[config.mk]
export PLATFORM = sky130hd
export DESIGN_NAME = piksel_paketleyici
export DESIGN_NICKNAME = d
export VERILOG_FILES = /design/src/rtl/piksel_paketleyici.sv
export SDC_FILE = /design/constraint.sdc
export NUM_CORES = 1
export LEC_CHECK = 0
export ABC_CLOCK_PERIOD_IN_PS = 2600
export CAP_MARGIN = 20
export CORE_ASPECT_RATIO = 0.75
export CORE_MARGIN = 3
export CORE_UTILIZATION = 46
export DETAILED_ROUTE_END_ITERATION = 10
export GPL_ROUTABILITY_DRIVEN = 0
export GPL_TIMING_DRIVEN = 0
export PLACE_DENSITY_LB_ADDON = 0.1
export SLEW_MARGIN = 20
export SYNTH_ARGS = -nofsm -noshare
export SYNTH_HDL_FRONTEND = slang
export SYNTH_SLANG_ARGS = --single-unit
[constraint.sdc]
create_clock -name clk_i -period 2.6 [get_ports clk_i]
set_clock_uncertainty 0.2 [all_clocks]
set_input_delay 0.26 -clock clk_i [delete_from_list [all_inputs] [get_ports clk_i]]
set_output_delay 0.26 -clock clk_i [all_outputs]
set_load 0.005 [all_outputs]
[src/rtl/piksel_paketleyici.sv]
// Packs decoded pixels into bus words, counts pixels per frame, zero-pads and flags the last word.
// Define PAKET_BIG_ENDIAN_EN to place the first pixel of a word in the top lane.
module piksel_paketleyici #(
  parameter int PIXEL_BIT  = 8,
  parameter int WB_BIT     = 32,
  parameter int IMG_PIXELS = 4096
) (
  input  logic                 clk_i,
  input  logic                 rst_i,
  input  logic [PIXEL_BIT-1:0] pix_veri_i,
  input  logic                 pix_gecerli_i,
  output logic                 pix_hazir_o,
  output logic [WB_BIT-1:0]    paket_veri_o,
  output logic                 paket_gecerli_o,
  output logic                 paket_son_o,
  input  logic                 paket_hazir_i,
  output logic                 cerceve_bitti_o
);

  localparam int unsigned LANES = WB_BIT / PIXEL_BIT;
  localparam int          LW    = (LANES > 1) ? $clog2(LANES) : 1;
  localparam int          CW    = (IMG_PIXELS > 1) ? $clog2(IMG_PIXELS) : 1;
  localparam logic [LW-1:0] LANE_LAST = LW'(LANES - 1);
  localparam logic [CW-1:0] PIX_LAST  = CW'(IMG_PIXELS - 1);

  logic              rdy_q;
  logic [LW-1:0]     lane_q, lane_d;
  logic [CW-1:0]     cnt_q, cnt_d;
  logic [WB_BIT-1:0] acc_q, acc_d;
  logic [WB_BIT-1:0] veri_q, veri_d;
  logic              gecerli_q, gecerli_d;
  logic              son_q, son_d;
  logic              bitti_q, bitti_d;

  logic              in_last;
  logic              word_end;
  logic              in_fire;
  logic              out_fire;
  logic [WB_BIT-1:0] slot;

  always_comb begin
    in_last  = (cnt_q == PIX_LAST);
    word_end = (lane_q == LANE_LAST) || in_last;
    // Only a word-completing pixel can be refused, and only while the output is stalled.
    pix_hazir_o = rdy_q && !(word_end && gecerli_q && !paket_hazir_i);
    in_fire  = pix_gecerli_i && pix_hazir_o;
    out_fire = gecerli_q && paket_hazir_i;

    slot = '0;
    for (int unsigned k = 0; k < LANES; k++) begin
      if (lane_q == LW'(k)) begin
`ifdef PAKET_BIG_ENDIAN_EN
        slot[(LANES-1-k)*PIXEL_BIT +: PIXEL_BIT] = pix_veri_i;
`else
        slot[k*PIXEL_BIT +: PIXEL_BIT] = pix_veri_i;
`endif
      end
    end

    lane_d    = lane_q;
    cnt_d     = cnt_q;
    acc_d     = acc_q;
    veri_d    = veri_q;
    gecerli_d = gecerli_q;
    son_d     = son_q;
    bitti_d   = out_fire && son_q;

    if (out_fire) begin
      gecerli_d = 1'b0;
      son_d     = 1'b0;
    end

    // A completing word overrides the drain above, so valid stays high without a bubble.
    if (in_fire) begin
      cnt_d = in_last ? '0 : cnt_q + CW'(1);
      if (word_end) begin
        lane_d    = '0;
        acc_d     = '0;
        veri_d    = acc_q | slot;
        gecerli_d = 1'b1;
        son_d     = in_last;
      end else begin
        lane_d = lane_q + LW'(1);
        acc_d  = acc_q | slot;
      end
    end
  end

  always_ff @(posedge clk_i or posedge rst_i) begin
    if (rst_i) begin
      rdy_q     <= 1'b0;
      lane_q    <= '0;
      cnt_q     <= '0;
      acc_q     <= '0;
      veri_q    <= '0;
      gecerli_q <= 1'b0;
      son_q     <= 1'b0;
      bitti_q   <= 1'b0;
    end else begin
      rdy_q     <= 1'b1;
      lane_q    <= lane_d;
      cnt_q     <= cnt_d;
      acc_q     <= acc_d;
      veri_q    <= veri_d;
      gecerli_q <= gecerli_d;
      son_q     <= son_d;
      bitti_q   <= bitti_d;
    end
  end

  assign paket_veri_o    = veri_q;
  assign paket_gecerli_o = gecerli_q;
  assign paket_son_o     = son_q;
  assign cerceve_bitti_o = bitti_q;

endmodule

==> results of run 1 <==
## worst max-delay path, delay by kind of cell (launching register included)
kind / cells / cell delay [ns]
fa+ha+maj: 1 / 0.19
flops: 1 / 0.42
simple gates: 1 / 0.19
mux: 1 / 0.30
buf+inv: 3 / 0.71
compound gates: 1 / 0.26
## cells in the mapped netlist (3+ instances only)
library cell and instances:
nand3_1 12, buf_2 4, o21ai_0 6, ha_1 5
a41oi_1 24, and3_1 8, and4_1 3, clkbuf_1 11
buf_6 4, nand2_1 4, and2_1 10, inv_1 38
mux2i_1 36, a21oi_1 34, dfrtp_1 82, nor2_1 26
xnor2_1 4
## area by class of cell
type / count / area, sq um
Inverter: 38 / 145
Timing Repair Buffer: 50 / 508
Tap cell: 101 / 126
Buffer: 21 / 131
Sequential cell: 82 / 2050
Fill cell: 651 / 2990
Clock buffer: 11 / 151
Clock inverter: 5 / 85.1
Multi-Input combinational cell: 192 / 1350
## how the worst min path moves through the flow
stage	startpoint	to	slack, ns	cells after the start
after floorplan	paket_hazir_i	cerceve_bitti_o	0.21	1
after global placement	acc_q[31]	acc_q[31]	0.27	1
after detailed placement	acc_q[25]	acc_q[25]	0.27	1
after CTS	rst_i	paket_veri_o[19]	0.19	2
after global routing	rst_i	paket_veri_o[20]	0.22	2
final	rst_i	paket_veri_o[15]	0.17	2
## routing by layer
metal | up-vias | track usage, % | part of all wire, %
li1 | 1283 | - | -
met1 | 1291 | 32.7 | 48
met2 | 89 | 26.3 | 44
met3 | 2 | 4.74 | 7.4
met4 | 0 | 3.90 | 0.32
met5 | - | 0 | 0
## where the power goes
group | internal (mW) | switching [mW] | leakage [nW]
registers | 1.76 | 0.293 | 1.01
logic | 0.834 | 0.659 | 0.919
clock network | 0.599 | 0.468 | 0.116
total | 3.19 | 1.42 | 2.04
## sequential cells by signal, summed over array words and instances (netlist names)
signal / cells
paket_son_o: 1
cnt_q: 12
paket_gecerli_o: 1
cerceve_bitti_o: 1
lane_q: 2
acc_q: 32
rdy_q: 1
paket_veri_o: 32
## kinds of logic (layout without fill, tap and decap cells)
group | count (synthesis) | after routing
AO/OA/AOI/OAI | 72 | 72
XOR/XNOR | 4 | 4
adder cells (fa/ha/maj) | 5 | 5
buffers and inverters | 60 | 125
flip-flops | 82 | 82
multiplexers | 37 | 37
other | 1 | 1
AND/OR/NAND/NOR | 73 | 73
## repair_timing
item | CTS | global route
hold endpoints to repair | 0 | 0
gates resized for setup | 4 | 2
gates cloned | 0 | 0
buffers inserted | 2 | 0
endpoints found under the setup margin | 1 | 10
==> flow_metrics.py, run 1 <==
metrics = {
    "worst_setup_path": {
        "reg2reg_depth": 7,
        "critPathCapture": "lane_q[0]",
        "critPathRequiredTime_ns": 2.63,
        "critical_path_class": "flop to flop",
        "cp_max_fo": 19,
        "critPathLaunch": "lane_q[1]",
        "worstSetupStartpointType": "flop",
        "r2r-end": "lane_q[0]",
        "cp_common_cell": "buf_2",
        "crit_slowest_cell": "dfrtp_1",
        "critPathMaxStageDelay_ns": 0.42,
        "r2r-start": "lane_q[1]",
        "crit_chain": "ha_1, buf_2, inv_1, o211a_1, buf_2, nand2_1, mux2_2",
        "end_kind": "flop",
        "worst-endpoint-arrival_ns": 2.41,
        "r2r_slack_ns": 0.21,
    },
    "clock_network": {
        "cts_buffers": 9,
        "clock_latency_ns": 0.34,
        "htree_levels": 3,
        "clockBufferDepth": 2,
        "cts_tree": "done",
        "cts_sinks": 82,
        "cts.clk_slew.worst_paths_ns": 0.09,
        "cts_root_buf": "clkbuf_8",
        "cts_hold_buf": 0,
    },
    "finish": {
        "final_cells": 500,
        "design_area_sq_um": 4550,
        "fin_util_pct": 60.3,
        "drive_gt1_share_pct": 9.02,
        "area_delta_synth_final_pct": 24.2,
        "num_antenna_cells": 0,
        "final_common_cell": "dfrtp_1",
        "nets": 411,
        "most-common-layout-cells": "dfrtp_1, clkdlybuf4s50_1, inv_1",
    },
    "flow_run": {
        "max_cap_violations": 0,
    },
    "status": {
        "status": "finished clean",
    },
    "die": {
        "die_y_um": 83.2,
        "die_w_um": 109,
        "core_area_sq_um": 7530,
        "die_area_sq_um": 9070,
        "start_util_pct": 48.6,
        "io_pins": 48,
        "rows": 27,
    },
    "sta": {
        "finalCriticalPeriod_ns": 2.39,
        "holdWs_ns": 0.174,
        "rsz0062_at_grt": "no",
        "finalSetupViolCount": 0,
        "relSlewSlack_pct": 56.1,
        "setup_ws_ns": 0.214,
        "fin_setup_tns_ns": 0,
        "fin_crit_sh_pct": 91.8,
        "slew_viol_final": 0,
        "timing.fmax_mhz": 419,
        "worstMarginPinSlew_ns": 0.658,
        "finalHoldViolCount": 0,
    },
    "placed_design": {
        "pre_cts_ws_ns": -0.00884,
        "dp_hpwl_mm": 5.68,
        "post-place-cells": 483,
        "io_buffers": 47,
        "postPlaceCellArea_sq_um": 4280,
    },
    "grt": {
        "grt_pass1_wl_mm": 14.1,
        "grt-ovfl-total": 0,
        "grt_use_total_pct": 19.9,
        "antenna_found_initial": 0,
        "grt_max_degree": 52,
        "grt_pass1_vias": 2586,
    },
    "routing": {
        "dr.pass1.iters": 4,
        "drc_errors": 0,
        "vias_per_cell": 5.33,
        "routed_wl_mm": 8.39,
        "vias": 2665,
        "postRouteAntennaNets": 0,
        "drtIter0Drc": 142,
        "routedWlPerCell_um": 16.8,
    },
    "yosys": {
        "syn_area_sq_um": 3660,
        "synth_nets": 351,
        "ys_seq_area_share_pct": 56.1,
        "synth-seq-cells": 82,
        "synthTopCellsByArea": "dfrtp_1, mux2i_1, a41oi_1",
        "synth_edf_count": 0,
        "synth_warnings": 0,
        "synth_compound_area_share_pct": 13.0,
        "netlist-cell-type-count": 36,
        "syn_area_per_cell_sq_um": 11.0,
        "synth_top_area_cell": "dfrtp_1",
        "synth_fa_ha_area_share_pct": 1.71,
        "synth_top_family_by_area": "compound AO/OA/AOI/OAI gates",
        "synth_simple_gate_area_share_pct": 10.6,
        "synthCells": 334,
        "async_flop_share_pct": 100,
        "synth_ff_type": "dfrtp_1",
        "synth_mux_area_share_pct": 10.2,
        "synth-xor-area-share_pct": 0.958,
        "synthDominantCellAreaShare_pct": 56.1,
    },
    "power_and_ir_drop": {
        "leakage_nw": 2.04,
        "powerDensity_nw_per_um2": 1010,
        "power_mw": 4.61,
        "ir_worst_vdd_uv": 556,
    },
    "hold_path": {
        "worstHoldPathType": "primary input to async pin",
    },
}
Power figures use the tool's default switching activity.
==> inputs of run 2 (changes only) <==
ABC_AREA = 1   (was default)
==> run 2 against run 1 <==
Flip-flop and latch count stayed put. Largest power group unchanged. Synthesized cell count is 18% higher. Highest routed layer unchanged. Die area is 6.7% higher. Clock-buffer cell count is 1 lower.
==> flow_metrics.py, run 2 <==
metrics = {
    "status": {
        "status": "finished clean",
    },
    "worst_setup_path": {
        "worstSetupStartpointType": "flop",
        "worst-endpoint-arrival_ns": 1.75,
        "reg2reg_depth": 8,
        "end_kind": "output pin",
        "crit_chain": "ha_1, inv_1, nor2_4, nand3_4, nand2_8, a21boi_2, dlymetal6s2s_1",
        "r2r-start": "cnt_q[0]",
        "r2r_slack_ns": 0.51,
        "r2r-end": "acc_q[10]",
        "critical_path_class": "flop to output pin",
        "critPathMaxStageDelay_ns": 0.41,
        "cp_max_fo": 19,
        "path_buf_inv": 2,
        "cp_top_family": "simple AND/OR/NAND/NOR gates",
        "crit_slowest_cell": "dfrtp_2",
        "critPathRequiredTime_ns": 2.14,
    },
    "flow_run": {
        "max_cap_violations": 0,
    },
    "routing": {
        "top_layer_used": "met4",
        "postRouteAntennaNets": 0,
        "drtIter0Drc": 125,
        "vias_per_cell": 5.08,
        "dr_wl_met2_mm": 3.88,
        "routed_wl_mm": 9.14,
        "routedWlPerCell_um": 16.2,
        "vias": 2860,
        "drc_errors": 0,
        "wl_met3_um": 541,
        "m1WireLength_mm": 4.63,
        "dr.pass1.iters": 4,
    },
    "yosys": {
        "synth_common_cells": "dfrtp_1, nand2_1, o21ai_2",
        "synth_nets": 412,
        "synthCells": 395,
        "synth_ff_type": "dfrtp_1",
        "synth-seq-cells": 82,
        "syn_area_sq_um": 3920,
        "synth_warnings": 0,
        "netlist-cell-type-count": 29,
        "ys_seq_area_share_pct": 52.4,
        "synth_edf_count": 0,
        "synth_top_area_cell": "dfrtp_1",
        "syn_area_per_cell_sq_um": 9.92,
        "synth_most_common_cell": "dfrtp_1",
        "async_flop_share_pct": 100,
        "synthTopCellsByArea": "dfrtp_1, o21ai_2, nand2_1",
        "synthDominantCellAreaShare_pct": 52.4,
    },
    "power_and_ir_drop": {
        "powerDensity_nw_per_um2": 1010,
        "leakage_nw": 2.16,
        "ir_worst_vdd_uv": 459,
    },
    "clock_network": {
        "clockBufferDepth": 2,
        "cts_sinks": 82,
        "cts_hold_buf": 0,
        "cts.clk_slew.worst_paths_ns": 0.06,
        "htree_levels": 3,
        "cts_tree": "done",
        "cts_root_buf": "clkbuf_16",
        "clock_latency_ns": 0.33,
        "cts_buffers": 9,
    },
    "sta": {
        "finalCriticalPeriod_ns": 2.21,
        "fin_setup_tns_ns": 0,
        "slew_viol_final": 0,
        "rsz0062_at_grt": "no",
        "fin_crit_sh_pct": 84.9,
        "finalSetupViolCount": 0,
        "finalHoldViolCount": 0,
        "timing.fmax_mhz": 453,
    },
    "die": {
        "rows": 28,
        "start_util_pct": 48.4,
        "die_y_um": 85.9,
        "die_w_um": 113,
        "die_area_sq_um": 9670,
        "io_pins": 48,
        "core_area_sq_um": 8090,
    },
    "placed_design": {
        "io_buffers": 47,
        "dp_hpwl_mm": 6.15,
        "post-place-cells": 548,
    },
    "hold_path": {
        "worstHoldPathType": "primary input to async pin",
    },
    "finish": {
        "nets": 470,
        "drive_gt1_share_pct": 30.3,
        "area_delta_synth_final_pct": 24.4,
        "final_common_cell": "dfrtp_1",
        "num_antenna_cells": 0,
        "most-common-layout-cells": "dfrtp_1, nand2_1, o21ai_2",
        "final_cells": 563,
    },
    "grt": {
        "antenna_found_initial": 0,
        "grt-ovfl-total": 0,
        "grt_pass1_vias": 2860,
        "grt_max_degree": 57,
        "grt_pass1_wl_mm": 15.1,
        "grt_use_total_pct": 20.0,
    },
}
run 2: cells by family after synthesis:
| family | after synthesis | synth area share (%) |
|---|---|---|
| and+or+nand+nor | 152 | 19.4 |
| AOI/OAI and AO/OA | 107 | 18.6 |
| xor gates and xnor gates | 5 | 1.12 |
| DFF | 82 | 52.4 |
| other | 1 | 0.0957 |
| adders and majority gates | 5 | 1.60 |
| buffers and inverters | 43 | 6.86 |
run 2: how the worst max path moves through the flow:
| stage | startpoint | to | slack, ns | cells after the start |
|---|---|---|---|---|
| after global routing | cnt_q[0] | pix_hazir_o | 0.31 | 7 |
| after detailed placement | lane_q[0] | pix_hazir_o | -0.005 | 7 |
| after global placement | rst_i | paket_veri_o[0] | -1.37 | 2 |
| after CTS | cnt_q[0] | pix_hazir_o | 0.04 | 7 |
| after floorplan | rst_i | acc_q[0] | 0.03 | 1 |
| final | cnt_q[0] | pix_hazir_o | 0.39 | 7 |
run 2: where the power goes:
| group | internal (mW) | switching, mW |
|---|---|---|
| sequential | 1.67 | 0.260 |
| combinational | 0.884 | 0.835 |
| clock | 0.770 | 0.522 |
| total | 3.33 | 1.62 |
run 2: worst register-to-register path, delay by kind of cell, from the launching register on:
| family | cells | cell delay [ns] |
|---|---|---|
| DFF | 1 | 0.41 |
| and+or+nand+nor | 4 | 0.69 |
| AOI/OAI and AO/OA | 1 | 0.06 |
| buffers and inverters | 2 | 0.41 |
| adders and majority gates | 1 | 0.20 |
run 2: layer usage:
layer  global-route usage, %  vias up
li1                        -     1407
met1                    29.1     1372
met2                    29.9       71
met3                    5.57       10
met4                    4.15        0
met5                       0        -
run 2: through the flow:
| step | worst slack (ns) | utilization, % | cell area (sq um) | hold slack, ns | total power [mW] |
|---|---|---|---|---|---|
| global placement | -1.37 | 55.9 | 4520 | 0.249 | 3.61 |
| finish | 0.393 | 60.2 | 4870 | 0.0553 | 4.94 |
| detailed placement | -0.00469 | 56.2 | 4550 | 0.252 | 3.67 |
| CTS | 0.0429 | 60.2 | 4870 | 0.0662 | 4.99 |
| floorplan | 0.0316 | - | 3920 | 0.192 | 3.01 |
| global route | 0.311 | 60.2 | 4870 | 0.0742 | 5.25 |
run 2: repair_timing:
item	CTS	global route
endpoints found under the setup margin	1	1
resized for setup	4	2
buffers inserted	1	0
pin swaps	1	1
run 2: layout make-up:
cell class / instances / area (sq um)
Fill cell: 704 / 3220
Clock buffer: 10 / 239
Buffer: 20 / 181
Sequential cell: 82 / 2050
Inverter: 21 / 81.3
Multi-Input combinational cell: 270 / 1610
Timing Repair Buffer: 49 / 508
Tap cell: 105 / 131
Clock inverter: 6 / 66.3
==> inputs of run 3 (changes only) <==
ABC_CLOCK_PERIOD_IN_PS = 2300   (was 2600)
clock period = 2.3 ns   (was 2.6 ns; I/O delays follow)
==> run 3 against run 2 <==
Via count grew 0.80%. First-iteration DRC count grew 61%. Critical path depth is the same. Largest cell class unchanged.
==> flow_metrics.py, run 3 (same netlist as run 2, synthesis figures left out) <==
metrics = {
    "sta": {
        "fin_setup_tns_ns": 0,
        "fin_crit_sh_pct": 93.6,
        "slew_viol_final": 0,
        "relSlewSlack_pct": 53.0,
        "finalHoldViolCount": 0,
        "timing.fmax_mhz": 464,
        "finalCriticalPeriod_ns": 2.15,
        "rsz0062_at_grt": "no",
        "worstMarginPinSlew_ns": 0.704,
        "finalSetupViolCount": 0,
    },
    "grt": {
        "grt_pass1_vias": 2834,
        "grt_pass1_wl_mm": 15.1,
        "gr-usage-met1_pct": 30.6,
        "grt-busiest-layer": "met1",
        "grt_util_met2_pct": 28.1,
        "grt_use_total_pct": 20.1,
        "grt-ovfl-total": 0,
        "grt_max_degree": 32,
        "antenna_found_initial": 0,
        "met3_usage_pct": 5.29,
    },
    "worst_setup_path": {
        "r2r_slack_ns": 0.23,
        "r2r-end": "acc_q[8]",
        "worstSetupStartpointType": "flop",
        "end_kind": "output pin",
        "r2r-start": "cnt_q[1]",
        "reg2reg_depth": 9,
        "critPathRequiredTime_ns": 1.87,
        "cp_max_fo": 4,
        "worst-endpoint-arrival_ns": 1.72,
        "critical_path_class": "flop to output pin",
    },
    "placed_design": {
        "post-place-cells": 549,
        "dp_hpwl_mm": 6.25,
        "io_buffers": 47,
        "postPlaceCellArea_sq_um": 4570,
    },
    "power_and_ir_drop": {
        "powerDensity_nw_per_um2": 1140,
        "ir_worst_vdd_uv": 591,
        "p_sw_share_pct": 32.4,
        "leakage_nw": 2.18,
        "comb_power_share_pct": 35.1,
        "pwr-share-seq_pct": 39.0,
        "power_mw": 5.61,
        "p_int_mw": 3.79,
        "pwr-share-clk_pct": 25.9,
        "switchingPower_mw": 1.82,
    },
    "flow_run": {
        "max_cap_violations": 0,
    },
    "die": {
        "io_pins": 48,
        "die_area_sq_um": 9670,
        "die_y_um": 85.9,
        "die_w_um": 113,
        "start_util_pct": 48.4,
        "core_area_sq_um": 8090,
        "rows": 28,
    },
    "routing": {
        "drc_errors": 0,
        "postRouteAntennaNets": 0,
        "routedWlPerCell_um": 15.7,
        "dr.pass1.iters": 4,
        "routed_wl_mm": 8.91,
        "vias": 2883,
        "vias_per_cell": 5.07,
        "drtIter0Drc": 201,
    },
    "finish": {
        "num_antenna_cells": 0,
        "final_cells": 569,
        "drive_gt1_share_pct": 31.3,
        "area_delta_synth_final_pct": 25.8,
        "most-common-layout-cells": "dfrtp_1, nand2_1, o21ai_2",
        "n_fill_cell": 710,
        "nets": 476,
        "design_area_sq_um": 4930,
        "final_common_cell": "dfrtp_1",
    },
    "clock_network": {
        "cts_sinks": 82,
        "htree_levels": 3,
        "cts_hold_buf": 0,
        "cts.clk_slew.worst_paths_ns": 0.06,
        "clockBufferDepth": 2,
        "cts_root_buf": "clkbuf_16",
        "cts_tree": "done",
        "clock_latency_ns": 0.34,
        "cts_buffers": 9,
    },
    "hold_path": {
        "worstHoldPathType": "primary input to async pin",
    },
    "status": {
        "status": "finished clean",
    },
}
run 3: metrics by stage:
stage / util [%] / hold WS [ns] / setup slack [ns]
detailed placement: 56.5 / 0.252 / -0.265
global placement: 55.9 / 0.249 / -0.291
floorplan: - / 0.162 / 0.451
global route: 60.9 / 0.200 / 0.0475
finish: 60.9 / 0.142 / 0.147
CTS: 60.5 / 0.171 / 0.0591
run 3: how the worst max path moves through the flow:
stage          slack (ns)  cells past startpoint      start          end
2_1_floorplan        0.45                     10   cnt_q[0]     cnt_q[4]
3_3_place_gp        -0.29                      7  lane_q[0]  pix_hazir_o
3_5_place_dp        -0.26                      7  lane_q[0]  pix_hazir_o
4_1_cts              0.06                      7   cnt_q[1]  pix_hazir_o
5_1_grt              0.05                      7   cnt_q[1]  pix_hazir_o
6_report             0.15                      7   cnt_q[1]  pix_hazir_o
run 3: area by class of cell:
cell class | instances | area (sq um) | share of cell area, %
repair buffers | 55 | 562 | 11.4
clock inverters | 6 | 66.3 | 1.35
flip-flops and latches | 82 | 2050 | 41.7
multi-input cells | 270 | 1610 | 32.7
inverters | 21 | 82.6 | 1.68
plain buffers | 20 | 181 | 3.68
well taps | 105 | 131 | 2.67
clock buffers | 10 | 239 | 4.85
run 3: power groups by stage:
stage / Clock (mW) / Sequential [mW] / Combinational (mW)
2_1_floorplan: 0 / 2.18 / 1.22
3_3_place_gp: 0 / 2.19 / 1.88
3_5_place_dp: 0 / 2.21 / 1.94
4_1_cts: 1.49 / 2.18 / 1.97
5_1_grt: 1.56 / 2.25 / 2.20
6_report: 1.45 / 2.19 / 1.97
run 3: critical path, cell delays in order, from the launching register on:
cell and delay (ns):
dfrtp_1 0.37, ha_1 0.19, inv_1 0.08, nor2_4 0.17
nand3_4 0.14, nand2_8 0.11, a21boi_2 0.06, dlygate4sd2_1 0.28
run 3: per-layer routing:
metal	part of all wire [%]	wire, um
met1	52	4590
met2	43	3800
met3	4.4	395
met4	1.3	119
met5	0	0
run 3: what timing repair did:
action | CTS | global route
endpoints found under the setup margin | 1 | 1
buffers inserted | 2 | 4
pin swaps | 2 | 2
gates resized for setup | 6 | 0
gates cloned | 0 | 0
